$ cat src/rtl/hist_pkg.sv
// Shared types and defaults for the serial run pattern source.
// Contents:
//   statetype     - FSM encoding: IDLE (no stream bit) / EMIT (run in progress)
//   DEFAULT_LEN_W - default width of the run-length field
package hist_pkg;

    typedef enum logic [0:0] {
        IDLE = 1'b0,
        EMIT = 1'b1
    } statetype;

    localparam int DEFAULT_LEN_W = 4;

endpackage

$ cat src/rtl/hist_shadow.sv
// Expected-flag shadow for the run detector downstream of run_stream_gen.
// Keeps a 2-bit history of emitted bits and flags repeats on the current bit.
// Ports:
//   clk, reset  - clock, synchronous active-high reset
//   a_out       - current serial bit
//   a_valid     - a_out carries a stream bit this cycle
//   exp_x       - current bit equals the previous emitted bit
//   exp_y       - current bit equals both previous emitted bits
module hist_shadow
    import hist_pkg::*;
(
    input  logic clk,
    input  logic reset,
    input  logic a_out,
    input  logic a_valid,
    output logic exp_x,
    output logic exp_y
);

    logic [1:0] hist;   // [0] = most recent emitted bit, [1] = the one before
    logic [1:0] depth;  // how many history entries are meaningful, saturates at 2

    // Gaps leave the history untouched; only reset clears it.
    always_ff @(posedge clk) begin
        if (reset) begin
            hist  <= 2'b00;
            depth <= 2'd0;
        end else if (a_valid) begin
            hist <= {hist[0], a_out};
            if (depth != 2'd2) depth <= depth + 2'd1;
        end
    end

    assign exp_x = a_valid && (depth != 2'd0) && (a_out == hist[0]);
    assign exp_y = a_valid && (depth == 2'd2) && (a_out == hist[0]) && (a_out == hist[1]);

endmodule

$ cat src/rtl/run_stream_gen.sv
// Serial run pattern source: turns {bit, length} commands into a gapless
// one-bit-per-clock stream feeding the run detector's 'a' input.
// Optional feature macro: HIST_FLAGS_EN adds exp_x/exp_y expected flags.
// Ports:
//   clk, reset          - clock, synchronous active-high reset
//   cmd_valid/cmd_ready - command handshake; ready depends on state/counter only
//   cmd_bit, cmd_len    - run value and number of bits (0 = consume, emit nothing)
//   a_out, a_valid      - registered serial bit and its qualifier
//   run_last            - current a_out is the final bit of its run
//   busy                - a run is being emitted
//   exp_x, exp_y        - (HIST_FLAGS_EN only) expected detector flags
module run_stream_gen
    import hist_pkg::*;
#(
    parameter int LEN_W = DEFAULT_LEN_W
) (
    input  logic             clk,
    input  logic             reset,
    input  logic             cmd_valid,
    output logic             cmd_ready,
    input  logic             cmd_bit,
    input  logic [LEN_W-1:0] cmd_len,
    output logic             a_out,
    output logic             a_valid,
    output logic             run_last,
    output logic             busy
`ifdef HIST_FLAGS_EN
    ,
    output logic             exp_x,
    output logic             exp_y
`endif
);

    statetype         state, state_nxt;
    logic [LEN_W-1:0] remaining, remaining_nxt;
    logic             a_out_nxt, a_valid_nxt;
    logic             accept;

    always_ff @(posedge clk) begin
        if (reset) begin
            state     <= IDLE;
            remaining <= '0;
            a_out     <= 1'b0;
            a_valid   <= 1'b0;
        end else begin
            state     <= state_nxt;
            remaining <= remaining_nxt;
            a_out     <= a_out_nxt;
            a_valid   <= a_valid_nxt;
        end
    end

    // Ready on the last bit of a run lets the next run start with no bubble.
    assign cmd_ready = (state == IDLE) || (remaining == '0);
    assign accept    = cmd_valid && cmd_ready;
    assign run_last  = (state == EMIT) && (remaining == '0);
    assign busy      = (state == EMIT);

    always_comb begin
        state_nxt     = IDLE;
        remaining_nxt = '0;
        a_out_nxt     = a_out;   // held through gaps
        a_valid_nxt   = 1'b0;
        if (accept) begin
            // A zero-length command is swallowed and always leaves a one-cycle gap.
            if (cmd_len != '0) begin
                state_nxt     = EMIT;
                remaining_nxt = cmd_len - 1'b1;
                a_out_nxt     = cmd_bit;
                a_valid_nxt   = 1'b1;
            end
        end else if ((state == EMIT) && (remaining != '0)) begin
            state_nxt     = EMIT;
            remaining_nxt = remaining - 1'b1;
            a_valid_nxt   = 1'b1;
        end
    end

`ifdef HIST_FLAGS_EN
    hist_shadow u_hist_shadow (
        .clk     (clk),
        .reset   (reset),
        .a_out   (a_out),
        .a_valid (a_valid),
        .exp_x   (exp_x),
        .exp_y   (exp_y)
    );
`endif

endmodule

$ cat config.mk
export PLATFORM = sky130hd
export DESIGN_NAME = run_stream_gen
export DESIGN_NICKNAME = d
export VERILOG_FILES = /design/src/rtl/hist_pkg.sv /design/src/rtl/hist_shadow.sv /design/src/rtl/run_stream_gen.sv
export SDC_FILE = /design/constraint.sdc
export NUM_CORES = 1
export LEC_CHECK = 0
export BUFFER_PORTS_ARGS = -buffer_cell sky130_fd_sc_hd__buf_2
export CAP_MARGIN = 5
export CORE_AREA = 4 4 41 43
export CTS_CLUSTER_DIAMETER = 80
export CTS_CLUSTER_SIZE = 30
export DETAILED_ROUTE_END_ITERATION = 10
export DIE_AREA = 0 0 45 47
export GPL_ROUTABILITY_DRIVEN = 0
export PLACE_DENSITY = 0.51
export SYNTH_ARGS = -nofsm -noshare
export SYNTH_HDL_FRONTEND = slang
export SYNTH_SLANG_ARGS = --single-unit
$ cat constraint.sdc
create_clock -name clk -period 1.5 [get_ports clk]
set_clock_uncertainty 0.15 [all_clocks]
set_input_delay 0.075 -clock clk [delete_from_list [all_inputs] [get_ports clk]]
set_output_delay 0.075 -clock clk [all_outputs]
set_load 0.01 [all_outputs]
# Word-level counts from Yosys, hierarchy flattened
# Index checks and enable logic that the tools add are counted.
totals:
  register_bits: 6
  input_bits: 8
  elab_cells: 20
classes:
  n_addsub: 2
  mux: 6
  n_bitwise: 1
  n_reduce_logical: 8
ops:
  columns: ["operator", "count"]
  rows:
  - ["$mux W4", 3]
  - ["$reduce_bool A4 Y1", 2]
  - ["$sub A4 B1 Y4 const B", 2]
  - ["$logic_not A4 Y1", 1]
  - ["$logic_and A1 B1 Y1", 3]
  - ["$mux W1", 3]
  - ["$reduce_and A2 Y1", 1]
  - ["$logic_or A1 B1 Y1", 1]
  - ["$not A1 Y1", 1]

# Depth between registers and ports, before layout
logic_depth:
  ltp_word: 4
  depth_mapped: 6

# Worst setup path after synthesis
# Ideal clock, no wire load.
synth_path:
  path_type: "register -> register"
  startpoint: "register remaining[0]"
  endpoint: "register remaining[3]"
  setup_ps: 87
  arrival_time_ps: 1359
  required_time_ps: 1263
  path_slack_ps: -96
  stages_incl_launch_ff: 6
  n_path_buf: 0
  path_cell_list: "dfxtp_1 inv_1 ha_1 or3b_4 a2111o_1 o31ai_1"
synth_via:
  elab_chain_cells: 4
  word_cells_on_any_way: 8
synth_rtl:
  columns: ["item", "line_no", "source"]
  rows:
  - ["from (decl)", "run_stream_gen.sv:35", "logic [LEN_W-1:0] remaining, remaining_nxt;"]
  - ["from (signal assigned)", "run_stream_gen.sv:47", "remaining <= remaining_nxt;"]
  - ["parallel branches: the longest is 3 deep, another holds $sub A4 B1 Y4", null, null]
  - ["$mux W4 (*)", "run_stream_gen.sv:64", "if (accept) begin"]
# Every way passes the cells marked *.
# A chain may end at the register's enable or synchronous reset.

# Final worst setup path
# Ends and elaborated chain as after synthesis.

==> load_flow_metrics.sql <==
INSERT INTO impl_metrics (metric_group, metric, value, unit) VALUES
('outcome', 'run_status', 'complete, but fails checks', ''),
('outcome', 'violations', 'negative setup slack', ''),
('setup_path', 'worst-endpoint-arrival', '1690', 'ps'),
('synth', 'syn-num-nets', '53', ''),
('finish', 'num-nets-final', '79', ''),
('finish', 'areaGrowthSynthToFinish', '62.8', '%'),
('placement', 'port-buffer-count', '12', ''),
('die', 'placeableCoreArea', '1300', 'um2'),
('sta', 'timing.final.setup_violations', '7', ''),
('sta', 'unrepaired_setup_endpoints_after_global_routing', 'yes', ''),
('detailed_routing', 'wirelength', '881', 'um'),
('synth', 'ys_ff_latch', '6', ''),
('detailed_routing', 'wire_per_inst', '10.6', 'um'),
('grt', 'antenna_found_initial', '0', ''),
('setup_path', 'worst_r2r_startpoint', 'remaining[0]', ''),
('detailed_routing', 'vias', '389', ''),
('setup_path', 'path_delay_family', 'compound AO/OA/AOI/OAI gates', ''),
('synth', 'synthesized_instance_count', '44', ''),
('clock_network', 'clock_tree.root_cell', 'sky130_fd_sc_hd__clkbuf_4', ''),
('synth', 'post_synth_instance_area', '370', 'um2'),
('setup_path', 'r2r_end', 'remaining[3]', ''),
('grt', 'globalRouteOverflowTotal', '0', ''),
('worst_hold_path', 'worst_hold_path_type', 'input pin to flip-flop', ''),
('setup_path', 'critical_path_required', '1510', 'ps'),
('setup_path', 'criticalPathCategory', 'flip-flop to flip-flop', ''),
('clock_network', 'number_of_levels_in_the_clock_h_tree', '1', ''),
('setup_path', 'worst_setup_path_endpoint', 'remaining[3]', ''),
('setup_path', 'worstSetupPathDepth', '6', ''),
('power', 'cellPowerDensity', '900', 'nW/um2'),
('clock_network', 'cts.reportedPaths.clkPinSlew', '50', 'ps'),
('synth', 'synth-seq-area-share', '32.4', '%'),
('finish', 'antenna_diode_instance_count', '0', ''),
('die', 'width_of_the_chip', '45', 'um'),
('clock_network', 'worst_skew_pair.late_latency', '240', 'ps'),
('detailed_routing', 'drcViolationCount', '0', ''),
('sta', 'period_needed', '1690', 'ps'),
('synth', 'synthesis_warnings', '0', ''),
('finish', 'most_common_cell_after_layout_fill_and_taps_aside', 'sky130_fd_sc_hd__buf_2', ''),
('synth', 'synth_area_per_cell', '8.42', 'um2'),
('setup_path', 'worst_r2r_path_depth', '6', ''),
('grt', 'grt_first_pass_wirelength', '1400', 'um'),
('power', 'post-layout-total-power', '0.000543', 'W'),
('power', 'vdd_drop_max', '0.376', 'mV'),
('setup_path', 'critPathMaxFanout', '3', ''),
('detailed_routing', 'post_drt_via_cell_ratio', '4.69', ''),
('sta', 'fin_ws', '-189', 'ps'),
('placement', 'hpwl', '651', 'um'),
('detailed_routing', 'drt_pass1_iterations', '3', ''),
('setup_path', 'timing.critical_path.from', 'remaining[0]', ''),
('finish', 'fin_cells', '83', ''),
('setup_path', 'critical_path_start_type', 'flip-flop', ''),
('sta', 'maxSlewHeadroom', '55.1', '%'),
('setup_path', 'worstPathCellList', 'inv_2 > ha_4 > or3b_4 > buf_4 > a2111o_1 > o31ai_1', ''),
('die', 'die_area', '2120', 'um2'),
('sta', 'layout_worst_path_cycle_share', '113', '%'),
('sta', 'worst_hold_slack', '55.5', 'ps'),
('grt', 'grt.total_usage', '9.10', '%'),
('run', 'max_cap_viol_count', '0', ''),
('sta', 'worst-slew-pin-transition', '665', 'ps'),
('setup_path', 'worst_reg2reg_setup_slack', '-190', 'ps'),
('detailed_routing', 'ant_nets', '0', ''),
('setup_path', 'critical_path.slowest_cell', 'sky130_fd_sc_hd__or3b_4', ''),
('synth', 'synth_cell_type_count', '26', ''),
('finish', 'drive_gt1_share', '51.5', '%'),
('die', 'num_io_pins', '13', ''),
('sta', 'slew_violations', '0', ''),
('setup_path', 'cp.buffers_inverters', '2', ''),
('power', 'cellLeakagePower', '0.272', 'nW'),
('die', 'initial_core_util', '28.5', '%'),
('finish', 'nFillCells', '138', ''),
('die', 'die_y', '47', 'um');
sequential cells by signal (all words and copies together), names as in the netlist:
signal     cells
remaining      4
a_out          1
busy           1
cells in the mapped netlist:
library cell | n | share of area (%)
sky130_fd_sc_hd__nor2_1 | 5 | 5.1
sky130_fd_sc_hd__nor3_1 | 2 | 2.7
sky130_fd_sc_hd__mux2i_1 | 1 | 2.7
sky130_fd_sc_hd__nand2b_1 | 2 | 3.4
sky130_fd_sc_hd__nand2_1 | 1 | 1.0
sky130_fd_sc_hd__a22o_1 | 1 | 2.4
sky130_fd_sc_hd__or2_2 | 1 | 1.7
sky130_fd_sc_hd__dfxtp_1 | 6 | 32
sky130_fd_sc_hd__inv_1 | 5 | 5.1
sky130_fd_sc_hd__a2111o_1 | 1 | 3.0
sky130_fd_sc_hd__o41ai_1 | 1 | 2.4
sky130_fd_sc_hd__o21ai_0 | 1 | 1.4
sky130_fd_sc_hd__nand3_1 | 1 | 1.4
sky130_fd_sc_hd__a21oi_1 | 3 | 4.1
sky130_fd_sc_hd__ha_1 | 1 | 3.4
sky130_fd_sc_hd__xnor2_1 | 2 | 4.7
sky130_fd_sc_hd__o211a_1 | 1 | 2.7
sky130_fd_sc_hd__and2_4 | 1 | 2.4
sky130_fd_sc_hd__o31ai_1 | 1 | 2.0
sky130_fd_sc_hd__a221oi_1 | 1 | 2.4
sky130_fd_sc_hd__a31oi_1 | 1 | 1.7
sky130_fd_sc_hd__buf_4 | 1 | 2.0
sky130_fd_sc_hd__buf_1 | 1 | 1.0
sky130_fd_sc_hd__or3b_4 | 1 | 3.0
sky130_fd_sc_hd__o41ai_2 | 1 | 4.4
sky130_fd_sc_hd__and2_1 | 1 | 1.7
cell families after synthesis:
family          after synthesis  synth area share (%)
flops                         6                  32.4
compound gates               12                  26.4
fa+ha+maj                     1                  3.38
xor+xnor                      2                  4.73
mux                           1                  2.70
simple gates                 15                  22.3
buf+inv                       7                  8.11
cell type report:
type | instances | area [um2] | share of cell area [%]
clock buffers | 3 | 22.5 | 3.73
inverters | 5 | 21.3 | 3.53
multi-input cells | 31 | 251 | 41.7
flip-flops and latches | 6 | 123 | 20.3
well taps | 15 | 18.8 | 3.11
repair buffers | 23 | 166 | 27.6
how the worst min path moves through the flow:
stage               slack (ps)        from            to  depth (start not counted)
detailed placement         200     cmd_bit         a_out                          3
global route                70  cmd_len[3]  remaining[3]                          4
floorplan                   80     cmd_bit         a_out                          2
global placement           200     cmd_bit         a_out                          3
finish                      60  cmd_len[3]  remaining[3]                          4
CTS                         50  cmd_len[3]  remaining[3]                          4
stage by stage:
| stage | area [um2] | utilization, % | setup slack (ps) |
|---|---|---|---|
| detailed placement | 489 | 37.6 | -99.5 |
| finish | 603 | 46.3 | -189 |
| global placement | 489 | 37.6 | -81.1 |
| CTS | 589 | 45.3 | -190 |
| floorplan | 384 | - | -21.3 |
| global route | 603 | 46.3 | -234 |
per-layer routing:
metal	wire length [um]	part of all wire (%)	vias to the layer above	global-route usage [%]
li1	-	-	206	-
met1	417	47	175	11.0
met3	43	4.9	0	2.68
met4	0	0	0	3.51
met2	420	48	8	15.3
met5	0	0	-	0
report_power, final:
part | leakage (nW) | internal, W | switching [W]
combinational | 0.208 | 0.000119 | 0.0000891
sequential | 0.0502 | 0.000175 | 0.0000118
clock | 0.0138 | 0.0000905 | 0.0000578
what timing repair did:
item                                    CTS  global route
endpoints found under the setup margin    7             7
gates resized for setup                   7             3
hold buffers                              3             0
pin swaps                                 1             0
hold endpoints to repair                  4             0
buffers inserted                          3             0
worst reg2reg max path, cell delays in order, from the launching register on:
cell	delay (ps)
sky130_fd_sc_hd__dfxtp_2	310
sky130_fd_sc_hd__inv_2	60
sky130_fd_sc_hd__ha_4	120
sky130_fd_sc_hd__or3b_4	390
sky130_fd_sc_hd__buf_4	160
sky130_fd_sc_hd__a2111o_1	350
sky130_fd_sc_hd__o31ai_1	60
(Power assumes the default switching activity.)
